## src/rtl/mux_n_1_reg_if.sv

```systemverilog
// Handshake bundle for mux_n_1_reg: N producer channels in, one registered consumer channel out.
// master = producers/consumer side, slave = the mux.
interface mux_n_1_reg_if #(
  parameter int WIDTH = 32,
  parameter int N     = 4
);
  localparam int SEL_W = $clog2(N);

  logic [N*WIDTH-1:0] in_data;
  logic [N-1:0]       in_valid;
  logic [N-1:0]       in_ready;
  logic [WIDTH-1:0]   out_data;
  logic [SEL_W-1:0]   out_src;
  logic               out_valid;
  logic               out_ready;

  modport master (
    output in_data, in_valid, out_ready,
    input  in_ready, out_data, out_src, out_valid
  );

  modport slave (
    input  in_data, in_valid, out_ready,
    output in_ready, out_data, out_src, out_valid
  );
endinterface

```

## src/rtl/mux_n_1_reg.sv

```systemverilog
// N-to-1 registered mux with valid/ready per channel; explicit-select or round-robin grant.
// Optional MUX_PARITY_EN adds a registered even-parity output of out_data.
module mux_n_1_reg #(
  parameter int WIDTH = 32,
  parameter int N     = 4
) (
  input  logic                 clk,
  input  logic                 rst_n,
  input  logic [$clog2(N)-1:0] Select,
  input  logic                 mode,
`ifdef MUX_PARITY_EN
  output logic                 out_parity,
`endif
  mux_n_1_reg_if.slave         bus
);
  localparam int SEL_W = $clog2(N);

  logic [WIDTH-1:0] ch_data [N];
  logic [N-1:0]     in_ready_vec;
  logic [SEL_W-1:0] grant_idx;
  logic             grant_found;
  logic             can_load;
  logic             load;
  int               scan_idx;

  logic [SEL_W-1:0] rr_ptr_reg, rr_ptr_next;
  logic [WIDTH-1:0] out_data_reg;
  logic [SEL_W-1:0] out_src_reg;
  logic             out_valid_reg;

  genvar gi;
  generate
    for (gi = 0; gi < N; gi++) begin : g_chan
      assign ch_data[gi]      = bus.in_data[gi*WIDTH +: WIDTH];
      assign in_ready_vec[gi] = load && (grant_idx == SEL_W'(gi));
    end
  endgenerate

  assign can_load = !out_valid_reg || bus.out_ready;

  always_comb begin
    grant_found = 1'b0;
    grant_idx   = '0;
    scan_idx    = 0;
    if (!mode) begin
      if ((int'(Select) < N) && bus.in_valid[Select]) begin
        grant_found = 1'b1;
        grant_idx   = Select;
      end
    end else begin
      // First valid channel at or after rr_ptr, wrapping modulo N.
      for (int k = 0; k < N; k++) begin
        scan_idx = (int'(rr_ptr_reg) + k) % N;
        if (!grant_found && bus.in_valid[SEL_W'(scan_idx)]) begin
          grant_found = 1'b1;
          grant_idx   = SEL_W'(scan_idx);
        end
      end
    end
  end

  // rst_n gating keeps every in_ready low while reset is held.
  assign load        = grant_found && can_load && rst_n;
  assign rr_ptr_next = (grant_idx == SEL_W'(N-1)) ? '0 : grant_idx + 1'b1;

  always_ff @(posedge clk or negedge rst_n) begin
    if (!rst_n) begin
      out_data_reg  <= '0;
      out_src_reg   <= '0;
      out_valid_reg <= 1'b0;
      rr_ptr_reg    <= '0;
    end else begin
      if (load) begin
        out_data_reg  <= ch_data[grant_idx];
        out_src_reg   <= grant_idx;
        out_valid_reg <= 1'b1;
        if (mode) begin
          rr_ptr_reg <= rr_ptr_next;
        end
      end else if (out_valid_reg && bus.out_ready) begin
        out_valid_reg <= 1'b0;
      end
    end
  end

`ifdef MUX_PARITY_EN
  logic parity_reg;

  always_ff @(posedge clk or negedge rst_n) begin
    if (!rst_n) begin
      parity_reg <= 1'b0;
    end else if (load) begin
      parity_reg <= ^ch_data[grant_idx];
    end
  end

  assign out_parity = parity_reg;
`endif

  assign bus.in_ready  = in_ready_vec;
  assign bus.out_data  = out_data_reg;
  assign bus.out_src   = out_src_reg;
  assign bus.out_valid = out_valid_reg;
endmodule

```

## src/flat_wrapper.sv

```systemverilog
// flat-port wrapper written by rule: the top's interface ports become plain ports
module mux_n_1_reg_flat 
#(
  parameter int WIDTH = 32,
  parameter int N     = 4
)
  (clk, rst_n, Select, mode, bus_in_data, bus_in_valid, bus_out_ready, bus_in_ready, bus_out_data, bus_out_src, bus_out_valid);
  mux_n_1_reg_if #(.WIDTH(WIDTH), .N(N)) bus_i ();
  input  logic clk;
  input  logic rst_n;
  input  logic [$clog2(N)-1:0] Select;
  input  logic mode;
  input wire logic [$bits(bus_i.in_data)-1:0] bus_in_data;
  input wire logic [$bits(bus_i.in_valid)-1:0] bus_in_valid;
  input wire logic [$bits(bus_i.out_ready)-1:0] bus_out_ready;
  output wire logic [$bits(bus_i.in_ready)-1:0] bus_in_ready;
  output wire logic [$bits(bus_i.out_data)-1:0] bus_out_data;
  output wire logic [$bits(bus_i.out_src)-1:0] bus_out_src;
  output wire logic [$bits(bus_i.out_valid)-1:0] bus_out_valid;
  assign bus_i.in_data = bus_in_data;
  assign bus_i.in_valid = bus_in_valid;
  assign bus_i.out_ready = bus_out_ready;
  assign bus_in_ready = bus_i.in_ready;
  assign bus_out_data = bus_i.out_data;
  assign bus_out_src = bus_i.out_src;
  assign bus_out_valid = bus_i.out_valid;
  mux_n_1_reg #(.WIDTH(WIDTH), .N(N)) u_core (.clk(clk), .rst_n(rst_n), .Select(Select), .mode(mode), .bus(bus_i));
endmodule
```

## config.mk

```make
export PLATFORM = sky130hd
export DESIGN_NAME = mux_n_1_reg_flat
export DESIGN_NICKNAME = d
export VERILOG_FILES = /design/src/rtl/mux_n_1_reg_if.sv /design/src/rtl/mux_n_1_reg.sv /design/src/flat_wrapper.sv
export SDC_FILE = /design/constraint.sdc
export NUM_CORES = 1
export LEC_CHECK = 0
export CAP_MARGIN = 15
export CORE_ASPECT_RATIO = 2
export CORE_MARGIN = 2
export CORE_UTILIZATION = 41
export DETAILED_ROUTE_END_ITERATION = 10
export PLACE_DENSITY = 0.86
export RECOVER_POWER = 25
export REMOVE_ABC_BUFFERS = 1
export SLEW_MARGIN = 20
export SYNTH_ARGS = -nofsm -noshare
export SYNTH_HDL_FRONTEND = slang
export SYNTH_SLANG_ARGS = --single-unit
```

## constraint.sdc

```tcl
create_clock -name clk -period 3.1 [get_ports clk]
set_input_delay 0.31 -clock clk [delete_from_list [all_inputs] [get_ports clk]]
set_output_delay 0.31 -clock clk [all_outputs]
set_load 0.005 [all_outputs]
```

-- After elaboration in Yosys (flattened, before gate mapping)
Index checks and enable logic that the tools add are counted.
- input bits: 138
- register bits after elaboration: 37
- output and inout port bits: 39
- logic and storage cells: 71
- reductions and logical operators: 18
- $add $sub $neg: 4
- muxes and demuxes: 35
- bitwise logic cells: 1
- equal/unequal tests: 3
- $lt $le $gt $ge: 6
- operators by type and width (cell ; count):
    $bmux 32 s2 ; 1
    $mux 32 ; 2
    $mux 1 ; 20
    $lt 2x4->1 const B ; 4
    $mux 2 ; 7
    $bmux 1 s2 ; 5
    $logic_and 1x1->1 ; 10
    $add 2x1->2 const B ; 2
    $add 2x2->2 const B ; 2
    $eq 2x2->1 const B ; 2
    $logic_not 1->1 ; 4
    $ge 3x3->1 const B ; 1
    $lt 2x3->1 const B ; 1
    $not 2->3 ; 1
    $eq 2x1->1 const B ; 1
    $logic_not 2->1 ; 1
    $reduce_and 2->1 ; 1
    $reduce_bool 2->1 ; 1
    $logic_or 1x1->1 ; 1

-- Logic depth before layout (Yosys ltp)
- depth after elaboration: 21
- depth in mapped cells: 9
- mapped depth without buffers: 5

-- Least setup slack after synthesis
No wires, ideal clock.
- path kind: reg-to-output
- start point: reg u_core.rr_ptr_reg[1]
- end point: out bus_in_ready[2]
- arrival time: 1.750 ns
- stages on the path, launching flop included: 7
- required time: 2.790 ns
- setup slack: 1.040 ns
- buffers on the path: 1
- cell sequence: dfrtp_1 or4b_1 a21o_1 o311ai_2 clkbuf_1 nand2_1 nor2_1
- longest elaborated chain between the ends: 20
- elaborated cells on any way between the ends: 38
- those cells by class: add/sub (3); eq/ne (1); mux (25); reduce/logical (9)
- RTL lines (what ; RTL line ; source):
    from (decl) ; mux_n_1_reg.sv:26 ; logic [SEL_W-1:0] rr_ptr_reg, rr_ptr_next;
    from (signal assigned) ; mux_n_1_reg.sv:78 ; rr_ptr_reg <= rr_ptr_next;
    parallel branches: the longest is 19 deep, another holds $add 2x1->2 ; n/a ;
    $logic_and 1x1->1 * ; mux_n_1_reg.sv:35 ; assign in_ready_vec[gi] = load && (grant_idx == SEL_W'(gi));
    to (decl) ; flat_wrapper.sv:16 ; output wire logic [$bits(bus_i.in_ready)-1:0] bus_in_ready;
Mark *: on every way between the ends. The select of a mux whose other input is x is not followed.

-- Worst setup path in the final report
- start point: in bus_in_valid[3]
- end point: out bus_in_ready[1]
- longest elaborated chain between the ends: 20
- elaborated cells on any way between the ends: 39
- those cells by class: eq/ne (1); mux (29); reduce/logical (9)
- RTL lines (what ; RTL line ; source):
    from (decl) ; flat_wrapper.sv:14 ; input wire logic [$bits(bus_i.in_valid)-1:0] bus_in_valid;
    $bmux 1 s2 ; mux_n_1_reg.sv:54 ; if (!grant_found && bus.in_valid[SEL_W'(scan_idx)]) begin
    $mux 1 (implied by the code) (2 in a row) ; mux_n_1_reg.sv:54 ;
    $mux 1 ; mux_n_1_reg.sv:54 ;
    $mux 1 ; mux_n_1_reg.sv:45 ; if (!mode) begin
    $logic_not 1->1 ; mux_n_1_reg.sv:54 ;
    $logic_and 1x1->1 ; mux_n_1_reg.sv:54 ;
    $mux 1 ; mux_n_1_reg.sv:54 ;
    $mux 1 ; mux_n_1_reg.sv:45 ;
    [2 not listed] ; n/a ;
    $mux 1 ; mux_n_1_reg.sv:54 ;
    $mux 1 ; mux_n_1_reg.sv:45 ;
    $logic_not 1->1 ; mux_n_1_reg.sv:54 ;
    $logic_and 1x1->1 ; mux_n_1_reg.sv:54 ;
    $mux 1 ; mux_n_1_reg.sv:54 ;
    $mux 1 ; mux_n_1_reg.sv:45 ;
    $logic_and 1x1->1 (2 in a row) ; mux_n_1_reg.sv:63 ; assign load = grant_found && can_load && rst_n;
    $logic_and 1x1->1 * ; mux_n_1_reg.sv:35 ;
Mark *: on every way between the ends. The rest lies on a longest branch, timed or not. The select of a mux whose other input is x is not followed.

==> results by group <==
Status
  • Status: finished, violations left
  • Failing checks: max-capacitance violations, max-slew violations

Route
  • Final WL: between 10,000 and 15,000 µm
  • DRT iter0 DRCs: 280
  • Routed vias: around 3,300
  • Vias per inst: 6.15
  • Drt first pass iters: 7
  • Antenna-violating nets left: 0
  • Number of remaining DRC errors: 0
  • Routed WL per cell: 21.4 µm

CTS
  • CTS tree: done
  • Post-CTS setup buffers: 0
  • Clock-pin slew on the worst setup and hold paths: about 0.05 ns
  • Number of H-tree levels: 2
  • Clock sink total: 37
  • Later-pin clock latency in the skew report: 0.28 ns
  • Total CTS buffers: 5
  • CTS Buffer Depth: 2
  • Root buffer cell: clkbuf_16

Synth
  • Top cells by count, synth: dfrtp_1, nor2_1, mux2i_1
  • Syn Area/Cell: between 10 and 15 µm²
  • Cell variety after synth: 36
  • Post-synth ARST share: 100%
  • Number of synthesized register bits: 37
  • Synth top area cells: dfrtp_1, a211oi_2, mux2i_1
  • Area share of the largest cell type after synthesis: 32.2%
  • Mapped Area: 0.00287 mm²
  • Synth area leader: dfrtp_1
  • Prevailing post-synth register cell: dfrtp_1
  • Seq/Total Area, Yosys: 32.2%
  • Synth Warn #: 0
  • EDFF count, synth: 0
  • Top-count cell post-synth: dfrtp_1
  • Mapped Cells: around 280

Power
  • Final Total Pwr: 2.71 mW
  • Power density cells: 553 mW/mm²
  • Internal: 1.77 mW
  • Sw Ratio: 34.8%
  • Flop pwr share: 28.9%
  • Worst vdd rail ir drop: 0.358 mV
  • NetSw: 944 µW
  • Clock Power Share: 19.7%
  • P_leak: between 1.5 and 2 nW
  • Logic pwr share: 51.3%

Global routing
  • Initial antenna violation count: 0
  • Pin count of the biggest net entering global routing: 38
  • Vias in the first global route: 3,316
  • Overall Global Routing Usage: 28.5%
  • First-pass GRT wire length: 17,000 µm
  • Total congestion overflow: 0

Setup path
  • Worst setup SP type: input pin
  • Critical path required time: between 2 and 3 ns
  • CP Class: input pin to primary output
  • Critical-path cell list: clkdlybuf4s50_1 > nand2b_1 > a21boi_4 > o31a_2 > nor3_1 > clkdlybuf4s50_1
  • CP endpoint kind: primary output
  • Worst path arrival time: 2.64 ns
  • Critical Path Most Common Cell: clkdlybuf4s50_1
  • Critical path's slowest cell: clkdlybuf4s50_1
  • CP max stage delay: between 0.6 and 0.7 ns
  • Worst Path Max Fanout: 10

Finish
  • P&R area growth vs syn: 70.9%
  • ANT cells: 0
  • Max reg flops: 32
  • Final nets: 580
  • Post-layout util: 71.3%
  • Layout cells sized above 1: 15.1%

STA
  • Worst slew margin: -38.7%
  • Slew at the pin closest to its max-slew limit: 2.08 ns
  • Max Clk Rate: 339 MHz
  • Final period utilization: 95.1%
  • Max Clock Skew: ~0.0028 ns
  • Setup TNS: 0 ns
  • Fin crit period: 2.95 ns
  • Final setup margin: 0.153 ns
  • RSZ-0062 raised after global routing: false
  • Setup violations, final: 0
  • Fin. max-slew vios: 38
  • Final hold vios: 0

Die
  • Core area: 0.00689 mm²
  • Chip Height: 122 µm
  • # rows: 43
  • Starting density of the core: 41.7%
  • # IOs: around 180
  • Die area: 0.00773 mm²
  • Die width: 63.2 µm

Placement
  • Post-DP HPWL: about 8400 µm
  • Placer Congestion: 0.820
  • Setup WS pre-CTS: about 0.11 ns
  • Port Buf Inserts: 176

Job
  • Max cap viols: 1

Worst hold path
  • Hold Path Class: input pin to flop
==> power by group through the flow <==
| stage | sequential, mW | clock (mW) | combinational, mW |
|---|---|---|---|
| 2_1_floorplan | 0.781 | 0 | 0.583 |
| 3_3_place_gp | 0.779 | 0 | 1.35 |
| 3_5_place_dp | 0.786 | 0 | 1.38 |
| 4_1_cts | 0.783 | 0.545 | 1.39 |
| 5_1_grt | 0.806 | 0.565 | 1.48 |
| 6_report | 0.785 | 0.535 | 1.39 |
==> timing repair <==
action / CTS / global route
endpoints found under the setup margin: 0 / 2
resized for setup: 0 / 1
endpoints found under the hold margin: 0 / 0
hold buffers: 0 / 0
==> layer usage <==
metal  vias to the layer above  GRT usage (%)  share of wire [%]  wire (µm)
li1                       1460              -                  -          -
met1                      1582           30.8                 34       3920
met2                       195           51.7                 55       6220
met3                        40           4.67                6.1        691
met4                         0           16.8                4.9        554
met5                         -              0                  0          0
==> cells in the final DEF, fill, tap and decap left out, types with 6 or more instances in the layout <==
cell / instances
o311a_1: 32
nand2_1: 6
buf_4: 15
dfrtp_1: 37
a2111oi_0: 32
nor2_1: 35
clkdlybuf4s50_1: 175
a211oi_2: 30
mux2i_1: 33
==> worst paths after layout <==
kind | start | end | slack [ns] | depth (start not counted)
max | bus_in_valid[3] | bus_in_ready[1] | 0.15 | 6
max in group asynchronous | rst_n | u_core.bus.out_data[28]$_DFFE_PN0P_ | 1.09 | 2
min in group asynchronous | rst_n | u_core.bus.out_data[4]$_DFFE_PN0P_ | 0.82 | 2
min reg2reg | u_core.bus.out_src[1]$_DFFE_PN0P_ | u_core.bus.out_src[1]$_DFFE_PN0P_ | 0.50 | 2
max reg2reg | u_core.rr_ptr_reg[1]$_DFFE_PN0P_ | u_core.bus.out_data[12]$_DFFE_PN0P_ | 0.72 | 6
min | rst_n | u_core.bus.out_valid$_DFFE_PN0P_ | 0.38 | 3
==> worst max-delay path, delay by kind of cell <==
| family | cells | cell delay, ns |
|---|---|---|
| compound gates | 2 | 0.53 |
| simple gates | 2 | 0.55 |
| buf+inv | 2 | 1.24 |
==> area by class of cell <==
class,count,area (µm²)
multi-input cells,203,1810
fillers,550,1980
well taps,90,113
clock buffers,7,153
inverters,2,7.51
repair buffers,193,1890
clock inverters,1,5.00
flip-flops and latches,37,926
==> per-stage QoR <==
| stage | hold WS (ns) | instance area [µm²] | std cells |
|---|---|---|---|
| floorplan | 0.0144 | 2690 | 242 |
| global placement | 0.459 | 4750 | 525 |
| detailed placement | 0.460 | 4750 | 525 |
| CTS | 0.157 | 4910 | 533 |
| global route | 0.399 | 4910 | 533 |
| finish | 0.385 | 4910 | 533 |
==> kinds of logic (layout without fill, tap and decap cells) <==
logic type	count (synthesis)	count (layout)	synth area share, %
simple gates	57	57	9.28
buf+inv	36	203	6.58
xor+xnor	1	1	0.305
compound gates	108	108	38.2
flops	37	37	32.2
mux	37	37	13.5
Note: power is estimated with default switching activity, not from simulation.
